<file path="config.mk">
export PLATFORM = sky130hd
export DESIGN_NAME = ctrl_pipe
export DESIGN_NICKNAME = d
export VERILOG_FILES = /design/src/rtl/ctrl_pipe.sv
export SDC_FILE = /design/constraint.sdc
export NUM_CORES = 1
export LEC_CHECK = 0
export ABC_AREA = 1
export BUFFER_PORTS_ARGS = -buffer_cell sky130_fd_sc_hd__buf_2
export CORE_UTILIZATION = 52
export CTS_CLUSTER_DIAMETER = 30
export CTS_CLUSTER_SIZE = 8
export DETAILED_ROUTE_END_ITERATION = 10
export PLACE_DENSITY = 0.92
export SETUP_SLACK_MARGIN = 0.5
export SLEW_MARGIN = 10
export SYNTH_ARGS = -nofsm -noshare
export SYNTH_HDL_FRONTEND = slang
export SYNTH_SLANG_ARGS = --single-unit
</file>
<file path="constraint.sdc">
create_clock -name clk -period 2.85 [get_ports clk]
set_clock_uncertainty 0.05 [all_clocks]
set_input_delay 0.285 -clock clk [delete_from_list [all_inputs] [get_ports clk]]
set_output_delay 0.285 -clock clk [all_outputs]
set_load 0.005 [all_outputs]
</file>
<file path="src/rtl/ctrl_pipe.sv">
// Pipelined control decoder for the pd5 core: decodes into X, carries fields through M and W,
// detects load-use stalls and squashes on flush. Optional macro: CTRL_ILLEGAL_TRAP_EN.
module ctrl_pipe #(
   parameter int DWIDTH = 32,
   parameter int RWIDTH = 5
) (
   input  logic              clk,
   input  logic              reset,
   input  logic [DWIDTH-1:0] insn_i,
   input  logic              insn_valid_i,
   output logic              insn_ready_o,
   input  logic              flush_i,
   output logic              x_valid_o,
   output logic [3:0]        x_alusel_o,
   output logic              x_immsel_o,
   output logic              x_rs1sel_o,
   output logic              x_rs2sel_o,
   output logic              x_pcsel_o,
   output logic [RWIDTH-1:0] x_rs1_o,
   output logic [RWIDTH-1:0] x_rs2_o,
   output logic [RWIDTH-1:0] x_rd_o,
   output logic              m_valid_o,
   output logic              m_memren_o,
   output logic              m_memwren_o,
   output logic [2:0]        m_funct3_o,
   output logic [RWIDTH-1:0] m_rd_o,
   output logic              w_valid_o,
   output logic              w_regwren_o,
   output logic [1:0]        w_wbsel_o,
   output logic [RWIDTH-1:0] w_rd_o,
   output logic              illegal_o
);

   localparam logic [6:0] OP_R      = 7'h33;
   localparam logic [6:0] OP_IALU   = 7'h13;
   localparam logic [6:0] OP_LOAD   = 7'h03;
   localparam logic [6:0] OP_STORE  = 7'h23;
   localparam logic [6:0] OP_BRANCH = 7'h63;
   localparam logic [6:0] OP_JAL    = 7'h6f;
   localparam logic [6:0] OP_JALR   = 7'h67;
   localparam logic [6:0] OP_LUI    = 7'h37;
   localparam logic [6:0] OP_AUIPC  = 7'h17;

   localparam logic [3:0] ALU_ADD   = 4'd0;
   localparam logic [3:0] ALU_SUB   = 4'd1;
   localparam logic [3:0] ALU_SLL   = 4'd2;
   localparam logic [3:0] ALU_SLT   = 4'd3;
   localparam logic [3:0] ALU_SLTU  = 4'd4;
   localparam logic [3:0] ALU_XOR   = 4'd5;
   localparam logic [3:0] ALU_SRL   = 4'd6;
   localparam logic [3:0] ALU_SRA   = 4'd7;
   localparam logic [3:0] ALU_OR    = 4'd8;
   localparam logic [3:0] ALU_AND   = 4'd9;
   localparam logic [3:0] ALU_PCADD = 4'd10;

   localparam logic [1:0] WB_ALU = 2'd0;
   localparam logic [1:0] WB_MEM = 2'd1;
   localparam logic [1:0] WB_JAL = 2'd2;

   typedef struct packed {
      logic              valid;
      logic              illegal;
      logic [3:0]        alusel;
      logic              immsel;
      logic              rs1sel;
      logic              rs2sel;
      logic              pcsel;
      logic [RWIDTH-1:0] rs1;
      logic [RWIDTH-1:0] rs2;
      logic [RWIDTH-1:0] rd;
      logic              memren;
      logic              memwren;
      logic [2:0]        funct3;
      logic              regwren;
      logic [1:0]        wbsel;
   } x_ent_t;

   typedef struct packed {
      logic              valid;
      logic              illegal;
      logic              memren;
      logic              memwren;
      logic [2:0]        funct3;
      logic [RWIDTH-1:0] rd;
      logic              regwren;
      logic [1:0]        wbsel;
   } m_ent_t;

   typedef struct packed {
      logic              valid;
      logic              illegal;
      logic              regwren;
      logic [1:0]        wbsel;
      logic [RWIDTH-1:0] rd;
   } w_ent_t;

   x_ent_t x_q, x_d, dec;
   m_ent_t m_q, m_d;
   w_ent_t w_q, w_d;

   logic [6:0]        opcode;
   logic [6:0]        funct7;
   logic [2:0]        funct3;
   logic [RWIDTH-1:0] rs1_f;
   logic [RWIDTH-1:0] rs2_f;
   logic [RWIDTH-1:0] rd_f;
   logic [3:0]        alu_sel;
   logic              f7_bad;
   logic              op_known;
   logic              use_rs1;
   logic              use_rs2;
   logic              load_use;
   logic              accept;

   assign opcode = insn_i[6:0];
   assign funct3 = insn_i[14:12];
   assign funct7 = insn_i[31:25];
   assign rs1_f  = RWIDTH'(insn_i[19:15]);
   assign rs2_f  = RWIDTH'(insn_i[24:20]);
   assign rd_f   = RWIDTH'(insn_i[11:7]);

   // funct7 only qualifies R-type ops and immediate shifts; ADDI etc. carry immediate bits there
   always_comb begin
      alu_sel = ALU_ADD;
      f7_bad  = 1'b0;
      case (funct3)
         3'd0: begin
            if (opcode == OP_R) begin
               if (funct7 == 7'h20)      alu_sel = ALU_SUB;
               else if (funct7 != 7'h00) f7_bad  = 1'b1;
            end
         end
         3'd1: begin
            alu_sel = ALU_SLL;
            f7_bad  = (funct7 != 7'h00);
         end
         3'd2: begin
            alu_sel = ALU_SLT;
            f7_bad  = (opcode == OP_R) && (funct7 != 7'h00);
         end
         3'd3: begin
            alu_sel = ALU_SLTU;
            f7_bad  = (opcode == OP_R) && (funct7 != 7'h00);
         end
         3'd4: begin
            alu_sel = ALU_XOR;
            f7_bad  = (opcode == OP_R) && (funct7 != 7'h00);
         end
         3'd5: begin
            if (funct7 == 7'h00)      alu_sel = ALU_SRL;
            else if (funct7 == 7'h20) alu_sel = ALU_SRA;
            else                      f7_bad  = 1'b1;
         end
         3'd6: begin
            alu_sel = ALU_OR;
            f7_bad  = (opcode == OP_R) && (funct7 != 7'h00);
         end
         default: begin
            alu_sel = ALU_AND;
            f7_bad  = (opcode == OP_R) && (funct7 != 7'h00);
         end
      endcase
      if (f7_bad) alu_sel = ALU_ADD;
   end

   always_comb begin
      dec      = '0;
      use_rs1  = 1'b0;
      use_rs2  = 1'b0;
      op_known = 1'b1;
      case (opcode)
         OP_R: begin
            dec.alusel  = alu_sel;
            dec.regwren = 1'b1;
            dec.wbsel   = WB_ALU;
            use_rs1     = 1'b1;
            use_rs2     = 1'b1;
         end
         OP_IALU: begin
            dec.alusel  = alu_sel;
            dec.immsel  = 1'b1;
            dec.rs2sel  = 1'b1;
            dec.regwren = 1'b1;
            dec.wbsel   = WB_ALU;
            use_rs1     = 1'b1;
         end
         OP_LOAD: begin
            dec.alusel  = ALU_ADD;
            dec.immsel  = 1'b1;
            dec.rs2sel  = 1'b1;
            dec.memren  = 1'b1;
            dec.wbsel   = WB_MEM;
            dec.regwren = 1'b1;
            use_rs1     = 1'b1;
         end
         OP_STORE: begin
            dec.alusel  = ALU_ADD;
            dec.immsel  = 1'b1;
            dec.rs2sel  = 1'b1;
            dec.memwren = 1'b1;
            use_rs1     = 1'b1;
            use_rs2     = 1'b1;
         end
         OP_BRANCH: begin
            dec.alusel  = ALU_PCADD;
            dec.immsel  = 1'b1;
            dec.rs1sel  = 1'b1;
            dec.rs2sel  = 1'b1;
            use_rs1     = 1'b1;
            use_rs2     = 1'b1;
         end
         OP_JAL: begin
            dec.alusel  = ALU_PCADD;
            dec.rs1sel  = 1'b1;
            dec.rs2sel  = 1'b1;
            dec.pcsel   = 1'b1;
            dec.wbsel   = WB_JAL;
            dec.regwren = 1'b1;
         end
         OP_JALR: begin
            dec.alusel  = ALU_ADD;
            dec.rs2sel  = 1'b1;
            dec.pcsel   = 1'b1;
            dec.wbsel   = WB_JAL;
            dec.regwren = 1'b1;
            use_rs1     = 1'b1;
         end
         OP_LUI: begin
            dec.alusel  = ALU_ADD;
            dec.rs2sel  = 1'b1;
            dec.regwren = 1'b1;
         end
         OP_AUIPC: begin
            dec.alusel  = ALU_ADD;
            dec.rs1sel  = 1'b1;
            dec.rs2sel  = 1'b1;
            dec.regwren = 1'b1;
         end
         default: op_known = 1'b0;
      endcase
      dec.valid  = 1'b1;
      dec.rs1    = (opcode == OP_LUI) ? '0 : rs1_f;
      dec.rs2    = rs2_f;
      dec.rd     = rd_f;
      dec.funct3 = funct3;
      if (rd_f == '0) dec.regwren = 1'b0;
`ifdef CTRL_ILLEGAL_TRAP_EN
      if (!op_known || ((opcode == OP_R || opcode == OP_IALU) && f7_bad)) begin
         dec         = '0;
         dec.valid   = 1'b1;
         dec.illegal = 1'b1;
      end
`else
      if (!op_known) dec = '0;
`endif
   end

   // only a LOAD sitting in X sets memren there, so memren doubles as the "X is LOAD" flag
   assign load_use = x_q.valid && x_q.memren && (x_q.rd != '0) &&
                     ((use_rs1 && (rs1_f == x_q.rd)) || (use_rs2 && (rs2_f == x_q.rd)));

   assign insn_ready_o = !reset && (flush_i || !load_use);
   assign accept       = insn_valid_i && insn_ready_o;

   always_comb begin
      x_d = (accept && !flush_i) ? dec : '0;

      m_d         = '0;
      m_d.valid   = x_q.valid;
      m_d.illegal = x_q.illegal;
      m_d.memren  = x_q.memren;
      m_d.memwren = x_q.memwren;
      m_d.funct3  = x_q.funct3;
      m_d.rd      = x_q.rd;
      m_d.regwren = x_q.regwren;
      m_d.wbsel   = x_q.wbsel;

      w_d         = '0;
      w_d.valid   = m_q.valid;
      w_d.illegal = m_q.illegal;
      w_d.regwren = m_q.regwren;
      w_d.wbsel   = m_q.wbsel;
      w_d.rd      = m_q.rd;
   end

   always_ff @(posedge clk) begin
      if (reset) begin
         x_q <= '0;
         m_q <= '0;
         w_q <= '0;
      end else begin
         x_q <= x_d;
         m_q <= m_d;
         w_q <= w_d;
      end
   end

   assign x_valid_o   = x_q.valid;
   assign x_alusel_o  = x_q.alusel;
   assign x_immsel_o  = x_q.immsel;
   assign x_rs1sel_o  = x_q.rs1sel;
   assign x_rs2sel_o  = x_q.rs2sel;
   assign x_pcsel_o   = x_q.pcsel;
   assign x_rs1_o     = x_q.rs1;
   assign x_rs2_o     = x_q.rs2;
   assign x_rd_o      = x_q.rd;
   assign m_valid_o   = m_q.valid;
   assign m_memren_o  = m_q.memren;
   assign m_memwren_o = m_q.memwren;
   assign m_funct3_o  = m_q.funct3;
   assign m_rd_o      = m_q.rd;
   assign w_valid_o   = w_q.valid;
   assign w_regwren_o = w_q.regwren;
   assign w_wbsel_o   = w_q.wbsel;
   assign w_rd_o      = w_q.rd;
   // the illegal flag is never set when the trap is compiled out, so this stays low
   assign illegal_o   = w_q.illegal;

endmodule

</file>
# == Word-level counts from Yosys, hierarchy flattened ==
# Index checks and enable logic that the tools add are counted.
# word_totals
word_cells,108
output_inout_bits,46
input_bits,36
ff_bits,58
# op_classes
n_bitwise,2
n_reduce_logical,33
n_eq_ne,18
muxes,27
# op_table
op,count
$mux 33,1
$eq 7x6->1 const B,4
$pmux 4 s7,1
$eq 7x7->1 const B,3
$mux 1,18
$eq 7x5->1 const B,2
$reduce_or 4->1,3
$eq 5x5->1,2
$eq 3x3->1 const B,3
$logic_and 1x1->1,9
$reduce_or 3->1,3
$reduce_or 9->1,1
$pmux 4 s2,1
$reduce_or 2->1,4
$reduce_or 8->1,1
$eq 7x2->1 const B,1
$logic_not 7->1,1
$reduce_bool 7->1,1
$reduce_or 7->1,1
$eq 3x2->1 const B,2
$mux 3,2
$reduce_or 6->1,1
$logic_not 5->1,1
$mux 5,1
9 further kinds,13

# == Depth between registers and ports, before layout ==
# logic_depth
ltp_word,13
mapped_depth,13
mapped_depth_nobuf,12

# == Worst setup path after synthesis ==
# Ideal clock, no wire load.
# synth_timing
path_kind,input to register
start,input port insn_i[1]
end,register x_q (netlist bit x_rs2sel_o)
setup_ns,0.122
n_path_buf,1
slack_ns,1.358
required_ns,2.678
arrival_ns,1.319
cell_stages,12
path_cell_list,nand2_1 nor2_4 nand3_1 nand2_1 nor2_1 nor2_1 nand2_1 nand2_1 inv_2 nand2_4 buf_6 nor2_1
# synth_via
elab_chain_cells,13
word_cells_on_any_way,29
classes_between,9 x eq/ne; 4 x mux; 2 x bitwise; 14 x reduce/logical
# synth_rtl
element,line_no,text
"start, declared",9,"input logic [DWIDTH-1:0] insn_i,"
"$eq 7x6->1, or another cell as far along",171,case (opcode)
$reduce_or 6->1 (no source line) / $reduce_or 3->1 (equally long branches),--,
$mux 1,171,
$logic_and 1x1->1,260,((use_rs1 && (rs1_f == x_q.rd)) || (use_rs2 && (rs2_f == x_q.rd)));
$logic_or 1x1->1 (*),260,
$logic_and 1x1->1 (*),259,assign load_use = x_q.valid && x_q.memren && (x_q.rd != '0) &&
$logic_not 1->1 (*),262,assign insn_ready_o = !reset && (flush_i || !load_use);
$logic_or 1x1->1 (*),262,
$logic_and 1x1->1 (*),262,
named net insn_ready_o,11,"output logic insn_ready_o,"
$logic_and 1x1->1 (*),263,assign accept = insn_valid_i && insn_ready_o;
$logic_and 1x1->1 (*),266,x_d = (accept && !flush_i) ? dec : '0;
$not 1->1 (no source line) (*),--,
$reduce_or 3->1 (no source line) (*),--,
"end signal, assigned",288,x_q <= '0;
"end signal, assigned",292,x_q <= x_d;
"end, declared",97,"x_ent_t x_q, x_d, dec;"
# Mark *: on every way through the listed nets, which the timed path passes. The rest lies on a longest branch.
# A chain may end at the register's enable or synchronous reset.

# == Final worst setup path ==
# layout_timing
start,register x_q (netlist bit x_rd_o[0])
end,output port insn_ready_o
# layout_via
elab_chain_cells,7
word_cells_on_any_way,11
classes_between,2 x eq/ne; 9 x reduce/logical
# layout_rtl
element,line_no
$eq 5x5->1,260
$logic_and 1x1->1,260
$logic_or 1x1->1,260
$logic_and 1x1->1 (*),259
$logic_not 1->1 (*),262
$logic_or 1x1->1 (*),262
$logic_and 1x1->1 (*),262
"end, declared",11
# Every way passes the cells marked *; elsewhere a longest branch is shown, timed or not.

==> flow_metrics.py <==
metrics = {
    "clock_tree": {
        "cts_hold_buffers": 0,
        "clockRootBuffer": "clkbuf_8",
        "clk_path_buf_depth": 2,
        "cts_sinks": 54,
        "numCtsBuffers": 5,
        "tritoncts": "built",
        "cts_resized": 0,
        "insertion_delay_ps": 310,
        "path_clk_slew_ps": 90,
        "postCtsSetupRepairBufs": 0,
        "h-tree-depth": 2,
    },
    "final_layout": {
        "multi_input_area_um2": 757.0,
        "fillers": 372,
        "antenna_cells": 0,
        "synthToLayoutAreaGrowth_pct": 19.63,
        "sequential_cell_area_um2": 1081,
        "drive_above_1_share_pct": 25.87,
        "nNetsFinal": 410,
    },
    "logic_synthesis": {
        "synth_edf_count": 0,
        "post-synth-top-area-cell": "dfxtp_1",
        "synthFlopType": "dfxtp_1",
        "synth-warning-count": 0,
        "ys_async_sr_fraction_pct": 0,
        "syn-cell-area_um2": 2206,
        "ys_types": 26,
        "ys_ff_latch": 54,
        "synth_seq_area_share_pct": 49.01,
        "syn_area_per_cell_um2": 7.232,
        "synthCells": 305,
        "synthTopCellsByArea": "dfxtp_1, nor2_1, inv_1, nand2_1, buf_4",
        "synth_top_area_share_pct": 49.01,
        "synthTopCellsByCount": "nor2_1, inv_1, dfxtp_1, nand2_1, nand3_1",
        "mappedNetlistNets": 341,
        "yosysMostFrequentCell": "nor2_1",
    },
    "pwr": {
        "total_power_w": 0.001311,
        "peakVddDrop_uv": 279.3,
        "cellPowerDensity_nw_per_um2": 496.8,
        "p_leak_nw": 1.442,
    },
    "setup_path": {
        "worst-endpoint-required_ps": 2520,
        "cp-start-kind": "flip-flop",
        "critical_path_arrival_ps": 1560,
        "path_max_fanout": 4,
        "cp-end-kind": "output pin",
        "rr_worst_depth": 11,
        "path_class": "reg -> out",
    },
    "floorplanning": {
        "dieArea_um2": 4506,
        "die_w_um": 67.13,
        "row_count": 23,
        "die_height_um": 67.13,
        "start_util_pct": 54.75,
        "core_um2": 4029,
        "num_io_pins": 82,
    },
    "sta": {
        "finalSetupViolations": 0,
        "hold_viol": 0,
        "slew_violations": 0,
        "setup_tns_ps": 0,
        "fin_crit_sh_pct": 66.55,
        "period_needed_ps": 1897,
        "fmax_mhz": 527.2,
        "rsz0062_at_grt": "no",
    },
    "global_routing": {
        "grt_overflow": 0,
        "grt_max_degree": 27,
        "antenna_found_initial": 0,
        "gr-usage-all-layers_pct": 20.03,
        "grt_pass1_vias": 1679,
        "grt_pass1_wl_mm": 6.762,
    },
    "detailed_routing": {
        "drtAntennaViolNets": 0,
        "wl_per_cell_um": 10.19,
        "drc_errors": 0,
        "route.met3.wl_um": 282,
        "wl_met1_mm": 1.922,
        "routed.top_layer": "met4",
        "drtIter0Drc": 82,
        "wl_met2_mm": 2.070,
        "vias_per_cell": 4.551,
        "vias": 1934,
        "dr.pass1.iters": 4,
        "wl_mm": 4.332,
    },
    "job": {
        "cap_viol_max_count": 0,
    },
    "min_path": {
        "holdPathStages": 3,
        "hold_class": "in -> reg",
    },
    "placement": {
        "post-dp-hpwl_mm": 3.297,
        "port_buffers": 80,
        "place_congestion": 0.9638,
    },
    "status": {
        "outcome": "completed",
    },
}
[final timing paths]
| kind | slack (ps) | end | from |
|---|---|---|---|
| worst min-delay path | 150 | x_rd_o[4] | insn_i[11] |
| worst min register to register | 360 | w_regwren_o | m_q[2] |
| worst max-delay path | 950 | insn_ready_o | x_rd_o[0] |
| worst max register to register | 1240 | x_alusel_o[3] | x_rd_o[0] |
[worst max-delay path, stage by stage, from the launching register on]
cell     delay [ps]
dfxtp_1         370
inv_1           110
nand2_1          80
nand2_1          70
a21oi_1         120
nand4_1         100
nand2_1          90
nand2_1          70
nand2_1          80
inv_2            50
buf_2           120
[layout by cell type (no fill, tap or decap), types with 2 or more instances in the layout]
cell | Yosys | layout
buf_2 | 0 | 80
nor2_1 | 77 | 77
inv_1 | 60 | 60
dfxtp_1 | 54 | 54
nand2_1 | 46 | 46
nand3_1 | 15 | 15
nand4_1 | 8 | 8
clkbuf_8 | 0 | 7
xnor2_1 | 4 | 4
o21ai_0 | 4 | 4
nor3_1 | 2 | 2
inv_2 | 2 | 2
nor2_2 | 2 | 2
or2_2 | 2 | 2
[flip-flops by register name, summed over array words and instances (netlist names), 2 cells and up]
register and count:
x_rs1_o 5, x_alusel_o 4, x_rs2_o 5, w_wbsel_o 2, m_d 7, m_q 3, x_rd_o 5, m_rd_o 5
w_rd_o 5, m_funct3_o 3
[metrics by stage]
step / area (um^2) / util [%] / instances / hold slack (ps) / setup slack (ps)
CTS: 2639 / 65.50 / 425 / 139.6 / 925.9
finish: 2639 / 65.50 / 425 / 152.5 / 953.3
global placement: 2534 / 62.89 / 417 / 342.9 / 1143
detailed placement: 2534 / 62.89 / 417 / 343.9 / 1042
global route: 2639 / 65.50 / 425 / 146.2 / 770.1
floorplan: 2206 / - / 305 / 306.2 / 1358
[area by class of cell]
class                   instances  share of cell area (%)
clock inverters                 1                  0.3319
repair buffers                 80                   15.17
multi-input cells             171                   28.69
clock buffers                   7                   3.651
inverters                      62                   8.819
well taps                      50                   2.371
flip-flops and latches         54                   40.97
[metal layers]
layer / track usage (%) / up-vias
met5: 0 / -
met4: 6.649 / 0
met3: 6.081 / 6
met2: 35.25 / 67
met1: 22.88 / 840
li1: - / 1021
[power by group]
part	internal, W	switching (W)	leakage, nW
Clock	0.000223	0.000238	0.0544
Sequential	0.000756	0.000000850	0.435
Combinational	0.0000369	0.0000566	0.953
Total	0.00102	0.000296	1.44
[cells by family after synthesis]
| group | synth area share (%) |
|---|---|
| compound gates | 2.439 |
| xor+xnor | 1.588 |
| buf+inv | 16.68 |
| flops | 49.01 |
| other cells | 0.1700 |
| simple gates | 30.12 |
Note: power is estimated with default switching activity, not from simulation.
